$ cat config.mk
export PLATFORM = sky130hd
export DESIGN_NAME = m_param_multiword_cache
export DESIGN_NICKNAME = d
export VERILOG_FILES = /design/src/rtl/m_param_multiword_cache_pkg.sv /design/src/rtl/m_cache_line_ram.sv /design/src/rtl/m_param_multiword_cache.sv
export SDC_FILE = /design/constraint.sdc
export NUM_CORES = 2
export LEC_CHECK = 0
export BUFFER_PORTS_ARGS = -buffer_cell sky130_fd_sc_hd__clkbuf_2
export CAP_MARGIN = 5
export CORE_MARGIN = 1
export CORE_UTILIZATION = 45
export DETAILED_ROUTE_END_ITERATION = 8
export HOLD_SLACK_MARGIN = 0.05
export SYNTH_ARGS = -nofsm -noshare
export SYNTH_HDL_FRONTEND = slang
export SYNTH_SLANG_ARGS = --single-unit
$ cat constraint.sdc
create_clock -name w_clock -period 7.15 [get_ports w_clock]
set_input_delay 1.43 -clock w_clock [delete_from_list [all_inputs] [get_ports w_clock]]
set_output_delay 1.43 -clock w_clock [all_outputs]
set_load 0.01 [all_outputs]
$ cat src/rtl/m_param_multiword_cache_pkg.sv
// ============================================================================
// Module  : m_param_multiword_cache_pkg
// Brief   : Shared state encoding, derived address-field widths and helpers.
// Revision: 1.0 - initial release
// ============================================================================
`default_nettype none

package m_param_multiword_cache_pkg;

    typedef enum logic [1:0] {
        ST_IDLE   = 2'd0,
        ST_REFILL = 2'd1,
        ST_RESP   = 2'd2,
        ST_FLUSH  = 2'd3
    } state_e;

    localparam int DATA_W = 32;

    function automatic int calc_off_w(input int words);
        return $clog2(words) + 2;
    endfunction

    function automatic int calc_idx_w(input int lines);
        return $clog2(lines);
    endfunction

    function automatic int calc_tag_w(input int addr_w, input int lines, input int words);
        return addr_w - calc_idx_w(lines) - calc_off_w(words);
    endfunction

    // Event counters stick at all-ones rather than wrapping.
    function automatic logic [31:0] sat_inc32(input logic [31:0] value);
        return (value == 32'hFFFF_FFFF) ? value : value + 32'd1;
    endfunction

endpackage

`default_nettype wire

$ cat src/rtl/m_cache_line_ram.sv
// ============================================================================
// Module  : m_cache_line_ram
// Brief   : Tag and data storage; one asynchronous read port, per-word writes.
// Revision: 1.0 - initial release
// ============================================================================
`default_nettype none

module m_cache_line_ram
    import m_param_multiword_cache_pkg::*;
#(
    parameter int LINES = 32,
    parameter int WORDS = 2,
    parameter int TAG_W = 24,
    parameter int IDX_W = 5
) (
    input  logic                      clk_i,
    input  logic [IDX_W-1:0]          rd_idx_i,
    output logic [TAG_W-1:0]          rd_tag_o,
    output logic [WORDS*DATA_W-1:0]   rd_line_o,
    input  logic [IDX_W-1:0]          wr_idx_i,
    input  logic [WORDS-1:0]          wr_word_en_i,
    input  logic [DATA_W-1:0]         wr_data_i,
    input  logic                      wr_tag_en_i,
    input  logic [TAG_W-1:0]          wr_tag_i
);

    // No reset: the controller's valid bits decide whether contents matter.
    logic [TAG_W-1:0]  tag_q  [LINES];
    logic [DATA_W-1:0] data_q [LINES][WORDS];

    always_ff @(posedge clk_i) begin
        if (wr_tag_en_i) begin
            tag_q[wr_idx_i] <= wr_tag_i;
        end
        for (int w = 0; w < WORDS; w++) begin
            if (wr_word_en_i[w]) begin
                data_q[wr_idx_i][w] <= wr_data_i;
            end
        end
    end

    assign rd_tag_o = tag_q[rd_idx_i];

    generate
        for (genvar g = 0; g < WORDS; g++) begin : g_rd_word
            assign rd_line_o[g*DATA_W +: DATA_W] = data_q[rd_idx_i][g];
        end
    endgenerate

endmodule

`default_nettype wire

$ cat src/rtl/m_param_multiword_cache.sv
// ============================================================================
// Module  : m_param_multiword_cache
// Brief   : Direct-mapped, multi-word-line read cache with refill and flush.
// Revision: 1.0 - initial release
// ============================================================================
`default_nettype none

module m_param_multiword_cache
    import m_param_multiword_cache_pkg::*;
#(
    parameter int ADDR_W = 32,
    parameter int LINES  = 32,
    parameter int WORDS  = 2
) (
    input  logic              w_clock,
    input  logic              w_rst_n,
    input  logic              w_req,
    input  logic [ADDR_W-1:0] w_address,
    input  logic              w_flush,
    output logic              w_ready,
    output logic              w_rvalid,
    output logic [31:0]       w_rdata,
    output logic              w_hit,
    output logic              w_mreq,
    output logic [ADDR_W-1:0] w_maddr,
    input  logic              w_mvalid,
    input  logic [31:0]       w_mdata,
    output logic [31:0]       w_hit_cnt,
    output logic [31:0]       w_miss_cnt
);

    localparam int OFF_W  = calc_off_w(WORDS);
    localparam int IDX_W  = calc_idx_w(LINES);
    localparam int TAG_W  = calc_tag_w(ADDR_W, LINES, WORDS);
    localparam int WSEL_W = OFF_W - 2;

    state_e              state_q, state_d;
    logic [ADDR_W-1:0]   addr_q, addr_d;
    logic [LINES-1:0]    valid_q, valid_d;
    logic [WSEL_W-1:0]   beat_q, beat_d;
    logic [IDX_W-1:0]    flush_idx_q, flush_idx_d;
    logic [31:0]         hit_cnt_q, hit_cnt_d;
    logic [31:0]         miss_cnt_q, miss_cnt_d;
    logic [31:0]         rdata_q, rdata_d;
    logic                rvalid_q, rvalid_d;
    logic                hit_q, hit_d;
    logic                mreq_q, mreq_d;
    logic [ADDR_W-1:0]   maddr_q, maddr_d;

    logic [IDX_W-1:0]        req_idx, lat_idx, rd_idx;
    logic [TAG_W-1:0]        req_tag, lat_tag, rd_tag;
    logic [WSEL_W-1:0]       req_wsel, lat_wsel;
    logic [WORDS*DATA_W-1:0] rd_line;
    logic [DATA_W-1:0]       line_words [WORDS];
    logic                    lookup_hit;
    logic [WORDS-1:0]        ram_we_word;
    logic                    ram_we_tag;
    logic                    unused_addr_bits;

    assign req_wsel = w_address[OFF_W-1:2];
    assign req_idx  = w_address[OFF_W+IDX_W-1:OFF_W];
    assign req_tag  = w_address[ADDR_W-1:OFF_W+IDX_W];
    assign lat_wsel = addr_q[OFF_W-1:2];
    assign lat_idx  = addr_q[OFF_W+IDX_W-1:OFF_W];
    assign lat_tag  = addr_q[ADDR_W-1:OFF_W+IDX_W];

    assign unused_addr_bits = ^{w_address[1:0], addr_q[1:0]};

    // Lookups use the live address; refill and response use the latched one.
    assign rd_idx     = (state_q == ST_IDLE) ? req_idx : lat_idx;
    assign lookup_hit = valid_q[req_idx] && (rd_tag == req_tag);

    m_cache_line_ram #(
        .LINES (LINES),
        .WORDS (WORDS),
        .TAG_W (TAG_W),
        .IDX_W (IDX_W)
    ) u_line_ram (
        .clk_i        (w_clock),
        .rd_idx_i     (rd_idx),
        .rd_tag_o     (rd_tag),
        .rd_line_o    (rd_line),
        .wr_idx_i     (lat_idx),
        .wr_word_en_i (ram_we_word),
        .wr_data_i    (w_mdata),
        .wr_tag_en_i  (ram_we_tag),
        .wr_tag_i     (lat_tag)
    );

    generate
        for (genvar g = 0; g < WORDS; g++) begin : g_unpack
            assign line_words[g] = rd_line[g*DATA_W +: DATA_W];
        end
    endgenerate

    always_comb begin
        state_d     = state_q;
        addr_d      = addr_q;
        valid_d     = valid_q;
        beat_d      = beat_q;
        flush_idx_d = flush_idx_q;
        hit_cnt_d   = hit_cnt_q;
        miss_cnt_d  = miss_cnt_q;
        rdata_d     = rdata_q;
        rvalid_d    = 1'b0;
        hit_d       = 1'b0;
        mreq_d      = 1'b0;
        maddr_d     = maddr_q;
        ram_we_word = '0;
        ram_we_tag  = 1'b0;

        case (state_q)
            ST_IDLE: begin
                if (w_flush) begin
                    state_d     = ST_FLUSH;
                    flush_idx_d = '0;
                end else if (w_req) begin
                    addr_d = w_address;
                    if (lookup_hit) begin
                        rvalid_d  = 1'b1;
                        hit_d     = 1'b1;
                        rdata_d   = line_words[req_wsel];
                        hit_cnt_d = sat_inc32(hit_cnt_q);
                    end else begin
                        mreq_d     = 1'b1;
                        maddr_d    = {w_address[ADDR_W-1:OFF_W], {OFF_W{1'b0}}};
                        beat_d     = '0;
                        miss_cnt_d = sat_inc32(miss_cnt_q);
                        state_d    = ST_REFILL;
                    end
                end
            end

            ST_REFILL: begin
                if (w_mvalid) begin
                    ram_we_word = {{(WORDS-1){1'b0}}, 1'b1} << beat_q;
                    beat_d      = beat_q + 1'b1;
                    if (beat_q == WSEL_W'(WORDS - 1)) begin
                        valid_d[lat_idx] = 1'b1;
                        ram_we_tag       = 1'b1;
                        beat_d           = '0;
                        rvalid_d         = 1'b1;
                        // The final beat is not in the RAM yet; bypass it.
                        rdata_d          = (lat_wsel == beat_q) ? w_mdata
                                                                : line_words[lat_wsel];
                        state_d          = ST_RESP;
                    end
                end
            end

            ST_RESP: begin
                state_d = ST_IDLE;
            end

            ST_FLUSH: begin
                valid_d[flush_idx_q] = 1'b0;
                flush_idx_d          = flush_idx_q + 1'b1;
                if (flush_idx_q == IDX_W'(LINES - 1)) begin
                    state_d = ST_IDLE;
                end
            end

            default: begin
                state_d = ST_IDLE;
            end
        endcase
    end

    always_ff @(posedge w_clock or negedge w_rst_n) begin
        if (!w_rst_n) begin
            state_q     <= ST_IDLE;
            addr_q      <= '0;
            valid_q     <= '0;
            beat_q      <= '0;
            flush_idx_q <= '0;
            hit_cnt_q   <= '0;
            miss_cnt_q  <= '0;
            rdata_q     <= '0;
            rvalid_q    <= 1'b0;
            hit_q       <= 1'b0;
            mreq_q      <= 1'b0;
            maddr_q     <= '0;
        end else begin
            state_q     <= state_d;
            addr_q      <= addr_d;
            valid_q     <= valid_d;
            beat_q      <= beat_d;
            flush_idx_q <= flush_idx_d;
            hit_cnt_q   <= hit_cnt_d;
            miss_cnt_q  <= miss_cnt_d;
            rdata_q     <= rdata_d;
            rvalid_q    <= rvalid_d;
            hit_q       <= hit_d;
            mreq_q      <= mreq_d;
            maddr_q     <= maddr_d;
        end
    end

    assign w_ready    = (state_q == ST_IDLE);
    assign w_rvalid   = rvalid_q;
    assign w_hit      = hit_q;
    assign w_rdata    = rdata_q;
    assign w_mreq     = mreq_q;
    assign w_maddr    = maddr_q;
    assign w_hit_cnt  = hit_cnt_q;
    assign w_miss_cnt = miss_cnt_q;

endmodule

`default_nettype wire

== Word-level counts from Yosys, hierarchy flattened ==
Memory sizes are Yosys's and may differ from the RTL's.
Cells that the tools add are included.
Word-level totals
  flip-flop bits (word level): 200
  latch bits: 0
  memory bits (writable): 2816
  bits in read-only memories: 0
  bits of input ports: 69
  output and inout bits: 132
  memories kept: 2
Cells by class
  add/sub/neg operators: 4
  multipliers: 0
  div/mod/pow operators: 0
  magnitude comparators: 7
  equal/unequal tests: 18
  shift-type cells: 1
  multiplexer cells: 58
  bitwise gates (word level): 9
  reduce and logical (&&, ||, !) cells: 16
Memory list
  u_line_ram.data_q: words 32, bits a word 64, read ports 1, clocked after memory_dff 0, wr ports 1, RTL line m_cache_line_ram.sv:29  | logic [DATA_W-1:0] data_q [LINES][WORDS];
  u_line_ram.tag_q: words 32, bits a word 24, read ports 1, clocked after memory_dff 0, wr ports 1, RTL line m_cache_line_ram.sv:28  | logic [TAG_W-1:0] tag_q [LINES];
Operators with widths (number)
  32-bit 2-to-1 mux: 14
  32-bit case mux with 2 select lines: 2
  32-bit by 1-bit adder with 32-bit output, second input constant: 2
  32-bit == test, second input constant: 2
  32-bit AND: 1
  32-bit NOT: 1
  32-bit OR: 1
  1-bit 2-to-1 mux: 25
  24-bit == test: 1
  5-bit AND reduction: 4
  5-bit by 6-bit less-than comparator with 1-bit output, second input constant: 3
  2-bit 2-to-1 mux: 8
  2-bit != test, second input constant: 7
  1-bit demux with 5-bit select: 2
  5-bit by 1-bit >= comparator with 1-bit output, second input constant: 2
  5-bit 2-to-1 mux: 2
  5-bit case mux with 2 select lines: 1
  2-bit case mux with 4 select lines: 1
  3-bit != test, second input constant: 2
  3-bit AND reduction: 2
  6-bit AND reduction: 1
  2-bit nonzero test: 3
  5-bit by 1-bit adder with 5-bit output, second input constant: 1
  1-bit binary-select mux with 5-bit select: 1
  15 further kinds: 24

== Depth between registers and ports, before layout ==
An unclocked memory read counts as a cell.
  depth after elaboration: 10
  mapped depth: 19

== By module ==
A second synthesis with hierarchy kept.
Second synthesis, totals
  cells, all modules: 6222
  area total of the unflattened synthesis: 118497.4 µm²
Modules (own cells, without submodules)
  m_cache_line_ram: times used 1, cells each 5168, area an instance 107708.3 µm², seq. area each 84561.1 µm²
  m_param_multiword_cache: times used 1, cells each 1054, area an instance 10789.1 µm², seq. area each 4954.8 µm²

== Least setup slack after synthesis ==
No wires, ideal clock.
  kind: input -> register
  start point: input w_mvalid
  end point: memory u_line_ram.data_q[8][0] (netlist bit) (enable)
  arrival time: 5.837 ns
  path slack: 0.772 ns
  stages on the path: 4
  path through: nand2_1 nor2_1 nand3_1 nor3_1
Between the ends
  cells in the longest elaborated chain, start to end: 4
RTL lines
  start, declared: RTL line m_param_multiword_cache.sv:26  | input logic w_mvalid,
  2-bit 2-to-1 mux: RTL line m_param_multiword_cache.sv:135  | if (w_mvalid) begin
  2-bit 2-to-1 mux: RTL line m_param_multiword_cache.sv:112  | case (state_q)
  1-bit 2-to-1 mux: RTL line m_cache_line_ram.sv:36  | if (wr_word_en_i[w]) begin
  1-bit 2-to-1 mux (implied by the code): RTL line m_cache_line_ram.sv:37  | data_q[wr_idx_i][w] <= wr_data_i;
  end, declared: RTL line m_cache_line_ram.sv:29
No other way between the ends.

== Worst setup path in the final report ==
  start point: register state_q[0]
  end point: register rdata_q[0] (netlist: w_rdata[0])
Between the ends
  cells in the longest elaborated chain, start to end: 10
RTL lines
  start, declared: RTL line m_param_multiword_cache.sv:37  | state_e state_q, state_d;
  start signal, assigned: RTL line m_param_multiword_cache.sv:184  | state_q <= state_d;
  2-bit logical NOT: RTL line m_param_multiword_cache.sv:70, m_param_multiword_cache.sv:112
  5-bit 2-to-1 mux: RTL line m_param_multiword_cache.sv:70  | assign rd_idx = (state_q == ST_IDLE) ? req_idx : lat_idx;
  memory read 32 x 64 bit
  32-bit 2-to-1 mux (on tied branches) (3 in a row): RTL line m_param_multiword_cache.sv:145, m_param_multiword_cache.sv:122
  32-bit 2-to-1 mux (on tied branches): RTL line m_param_multiword_cache.sv:144, m_param_multiword_cache.sv:119
  32-bit 2-to-1 mux (on tied branches): RTL line m_param_multiword_cache.sv:138, m_param_multiword_cache.sv:117
  32-bit 2-to-1 mux (on tied branches): RTL line m_param_multiword_cache.sv:135, m_param_multiword_cache.sv:114
  32-bit case mux with 2 select lines: RTL line m_param_multiword_cache.sv:112
  end signal, assigned: RTL line m_param_multiword_cache.sv:191  | rdata_q <= rdata_d;
  end, declared: RTL line m_param_multiword_cache.sv:44  | logic [31:0] rdata_q, rdata_d;
Parallel ways exist; a longest one is shown, timed or not. The select of a mux whose other input is x is not followed.
A chain may end at the register's enable or synchronous reset.

==> run_summary.xml <==
<?xml version="1.0" encoding="UTF-8"?>
<metrics>
  <group name="status">
    <metric name="run_status" unit="">complete, no violations</metric>
  </group>
  <group name="global_routing">
    <metric name="first_global_vias" unit="">77510</metric>
    <metric name="grt_first_pass_wirelength" unit="um">536800</metric>
    <metric name="antenna_found_initial" unit="">14</metric>
    <metric name="maximum_number_of_pins_on_one_net_before_global_route_repair" unit="">193</metric>
    <metric name="grt_usage" unit="%">26.32</metric>
    <metric name="grt_overflow_total" unit="">0</metric>
  </group>
  <group name="synthesis">
    <metric name="synth-seq-area-share" unit="%">72.63</metric>
    <metric name="post_synth_inst_count" unit="">9198</metric>
    <metric name="dominantRegCellSynth" unit="">edfxtp_1</metric>
    <metric name="avgSynthCellArea" unit="sq um">13.40</metric>
    <metric name="syn_area" unit="sq um">123200</metric>
    <metric name="postSynthRegisterBits" unit="">3014</metric>
    <metric name="synth_warnings" unit="">0</metric>
    <metric name="async_flop_share" unit="%">6.569</metric>
    <metric name="synth_enable_flop_cells" unit="">2816</metric>
    <metric name="yosysUniqueCellTypes" unit="">79</metric>
  </group>
  <group name="worst_setup_path">
    <metric name="worst-endpoint-required" unit="ns">7.91</metric>
    <metric name="crit_slowest_cell" unit="">dfrtp_1</metric>
    <metric name="rr_endpoint" unit="">w_rdata[0]</metric>
    <metric name="worstSetupStartpointType" unit="">flop</metric>
    <metric name="critical-path-max-stage-delay" unit="ns">0.76</metric>
    <metric name="timing.critical_path.from" unit="">state_q[0]</metric>
    <metric name="worstRegToRegCells" unit="">15</metric>
    <metric name="slack_of_the_worst_reg_to_reg_path" unit="ns">1.10</metric>
    <metric name="cp_cell_instances" unit="">buf_4, or3b_4, buf_12, and3_1, a211oi_1, o41ai_1, o2111ai_1, xor2_1, buf_4, o211ai_1, or4_1, or4_1, o21ai_4, buf_12, mux2_2</metric>
    <metric name="cp_class" unit="">flop to flop</metric>
    <metric name="critical_path_arrival" unit="ns">6.81</metric>
    <metric name="rr_startpoint" unit="">state_q[0]</metric>
    <metric name="endpoint" unit="">w_rdata[0]</metric>
    <metric name="type_of_destination_of_the_critical_path" unit="">flop</metric>
    <metric name="critical_path.max_fanout" unit="">86</metric>
  </group>
  <group name="floorplan">
    <metric name="num_rows" unit="">191</metric>
    <metric name="design.portCount" unit="">201</metric>
    <metric name="die_area" unit="sq um">276000</metric>
    <metric name="die_boundary_height" unit="um">525.3</metric>
    <metric name="initial_utilization" unit="%">45.40</metric>
    <metric name="core_area" unit="sq um">271500</metric>
    <metric name="die_width" unit="um">525.3</metric>
  </group>
  <group name="power_and_ir_drop">
    <metric name="power.density_cell_area" unit="nW/um^2">424.8</metric>
    <metric name="p_sw_share" unit="%">38.91</metric>
    <metric name="finalPower" unit="W">0.05898</metric>
    <metric name="switch_pwr" unit="W">0.02295</metric>
    <metric name="peakVddDrop" unit="mV">0.4151</metric>
    <metric name="p_comb_share" unit="%">36.8</metric>
    <metric name="seqPwrFrac" unit="%">36.2</metric>
    <metric name="internal_power" unit="W">0.03603</metric>
    <metric name="power.share.clock" unit="%">27.0</metric>
    <metric name="power.leakage" unit="nW">47.31</metric>
  </group>
  <group name="hold_path">
    <metric name="timing.hold.worst.class" unit="">flop to flop</metric>
  </group>
  <group name="sta">
    <metric name="final_report_max_slew_violation_count" unit="">0</metric>
    <metric name="fin_worst_skew" unit="ns">0.06641</metric>
    <metric name="timing.final.crit_share" unit="%">84.66</metric>
    <metric name="report.final.hold_viol_count" unit="">0</metric>
    <metric name="max-slew-margin-rel" unit="%">7.986</metric>
    <metric name="fmaxAchievable" unit="MHz">165.2</metric>
    <metric name="report.final.setup_viol" unit="">0</metric>
    <metric name="setup_repair_after_global_routing_missed_its_margin" unit="">false</metric>
    <metric name="timing_worst_slew_pin_value" unit="ns">1.380</metric>
    <metric name="setup_tns" unit="ns">0</metric>
    <metric name="period_minus_slack" unit="ns">6.053</metric>
  </group>
  <group name="final_layout">
    <metric name="post_route_cells_drive_above_1_share" unit="%">11.23</metric>
    <metric name="number_of_nets_at_the_end_of_the_flow" unit="">9311</metric>
    <metric name="area_growth" unit="%">12.67</metric>
    <metric name="final_common_cell" unit="">edfxtp_1</metric>
    <metric name="leading_cell_types_in_the_layout_fill_and_taps_excluded" unit="">edfxtp_1 (2816), nand2_1 (1886), nand3_1 (971)</metric>
    <metric name="fin_area" unit="sq um">138900</metric>
    <metric name="final.fill_count" unit="">22720</metric>
  </group>
  <group name="routing">
    <metric name="detail_route.vias_per_cell" unit="">6.228</metric>
    <metric name="detailedRoute.firstPassIterationCount" unit="">5</metric>
    <metric name="drt_drc_violations_left" unit="">0</metric>
    <metric name="routed_wl" unit="um">373200</metric>
    <metric name="dr_total_vias" unit="">81370</metric>
    <metric name="route.detailed.wl_per_inst" unit="um">28.57</metric>
    <metric name="ant_nets" unit="">0</metric>
    <metric name="drt_iter0_drc" unit="">9960</metric>
  </group>
  <group name="cts">
    <metric name="clk-insertion-delay-late" unit="ns">0.94</metric>
    <metric name="post_cts.resized_instances" unit="">0</metric>
    <metric name="clkTransAtPathRegs" unit="ns">0.06</metric>
    <metric name="cts_root_buffer" unit="">clkbuf_16</metric>
    <metric name="post_cts_buffers" unit="">0</metric>
    <metric name="htreeDepth" unit="">5</metric>
    <metric name="clock-sinks" unit="">3014</metric>
    <metric name="cts_made_buffers" unit="">319</metric>
    <metric name="clock_tree_from_tritoncts" unit="">built</metric>
    <metric name="post_cts_hold_buffer_count" unit="">0</metric>
    <metric name="maximum_buffer_depth_of_the_clock_tree" unit="">4</metric>
  </group>
  <group name="flow_run">
    <metric name="max-cap-violations" unit="">0</metric>
  </group>
  <group name="placement">
    <metric name="routabilityCongestion" unit="">0.8117</metric>
    <metric name="placement_stage_cell_area" unit="sq um">128900</metric>
    <metric name="dpl.hpwl" unit="um">191300</metric>
    <metric name="io_buffer_count" unit="">195</metric>
  </group>
</metrics>
layer usage:
metal	global-route usage (%)	vias to the layer above	part of all wire [%]
li1	-	35180	-
met1	36.11	41510	40
met2	42.84	4020	48
met3	4.249	649	8.8
met4	8.523	4	3.3
met5	0	-	0.0083
synthesized netlist by cell type (134+ instances only):
library cell,number,area [sq um]
and3_1,307,1921
edfxtp_1,2816,84560
nand3_1,971,4860
a31oi_1,187,1170
mux2i_1,152,1521
nand2_1,1888,7087
a21oi_1,147,735.7
a211oi_1,292,2192
a311oi_1,386,3381
o21ai_0,221,1106
buf_2,134,670.6
clkbuf_1,520,1952
dfrtp_1,198,4955
worst min path at each step:
| stage | start | end | slack (ns) | cells past startpoint |
|---|---|---|---|---|
| final | w_rdata[3] | w_rdata[3] | 0.48 | 1 |
| after global placement | w_maddr[22] | w_maddr[22] | 0.47 | 1 |
| after detailed placement | w_maddr[18] | w_maddr[18] | 0.48 | 1 |
| after global routing | w_rdata[9] | w_rdata[9] | 0.51 | 1 |
| after floorplan | valid_q[30] | valid_q[30] | 0.49 | 2 |
| after CTS | w_rdata[3] | w_rdata[3] | 0.49 | 1 |
power by group through the flow:
stage	logic, W	registers, W	clock network (W)
finish	0.0217	0.0214	0.0159
floorplan	0.0141	0.0214	0
global placement	0.0211	0.0217	0
detailed placement	0.0214	0.0217	0
CTS	0.0215	0.0214	0.0161
global route	0.0233	0.0215	0.0168
flip-flops by register name (all words and copies together) (netlist names):
| name | cells |
|---|---|
| w_miss_cnt | 32 |
| u_line_ram.data_q | 2048 |
| w_hit_cnt | 32 |
| w_rdata | 32 |
| u_line_ram.tag_q | 768 |
| beat_q | 1 |
| w_rvalid | 1 |
| flush_idx_q | 5 |
| state_q | 2 |
| w_mreq | 1 |
| valid_q | 32 |
| w_hit | 1 |
| w_maddr | 29 |
| addr_q | 30 |
critical path, delay by kind of cell, from the launching register on:
| family | cells | cell delay [ns] |
|---|---|---|
| and+or+nand+nor | 4 | 1.89 |
| buffers and inverters | 4 | 1.29 |
| AOI/OAI and AO/OA | 5 | 1.28 |
| DFF | 1 | 0.76 |
| muxes | 1 | 0.34 |
| xor gates and xnor gates | 1 | 0.25 |
layout make-up:
cell class	instances	area, sq um	area share (%)
flip-flops and latches	3014	89520	64.47
multi-input cells	5440	31330	22.57
clock buffers	415	8551	6.158
well taps	3570	4467	3.217
repair buffers	444	3521	2.536
clock inverters	161	1389	1.000
inverters	16	62.56	0.04505
diodes	4	10.01	0.007209
metrics by stage:
| stage | setup WS, ns | utilization [%] | hold WS, ns | std cells |
|---|---|---|---|---|
| 2_1_floorplan | 0.7719 | - | 0.4895 | 9200 |
| 3_3_place_gp | 0.7177 | 47.48 | 0.4664 | 12480 |
| 3_5_place_dp | 0.6796 | 47.48 | 0.4781 | 12480 |
| 4_1_cts | 1.181 | 51.14 | 0.4906 | 13060 |
| 5_1_grt | 1.031 | 51.15 | 0.5056 | 13060 |
| 6_report | 1.097 | 51.15 | 0.4823 | 13060 |
kinds of logic after synthesis:
family,Yosys count,synth area share [%]
AND/OR/NAND/NOR,3581,13.14
flip-flops,3014,72.63
XOR/XNOR,74,0.5259
AO/OA/AOI/OAI,1507,8.749
other,1,0.003043
adder cells (fa/ha/maj),7,0.07106
multiplexers,268,2.386
buffers and inverters,746,2.496
Power figures use the tool's default switching activity.
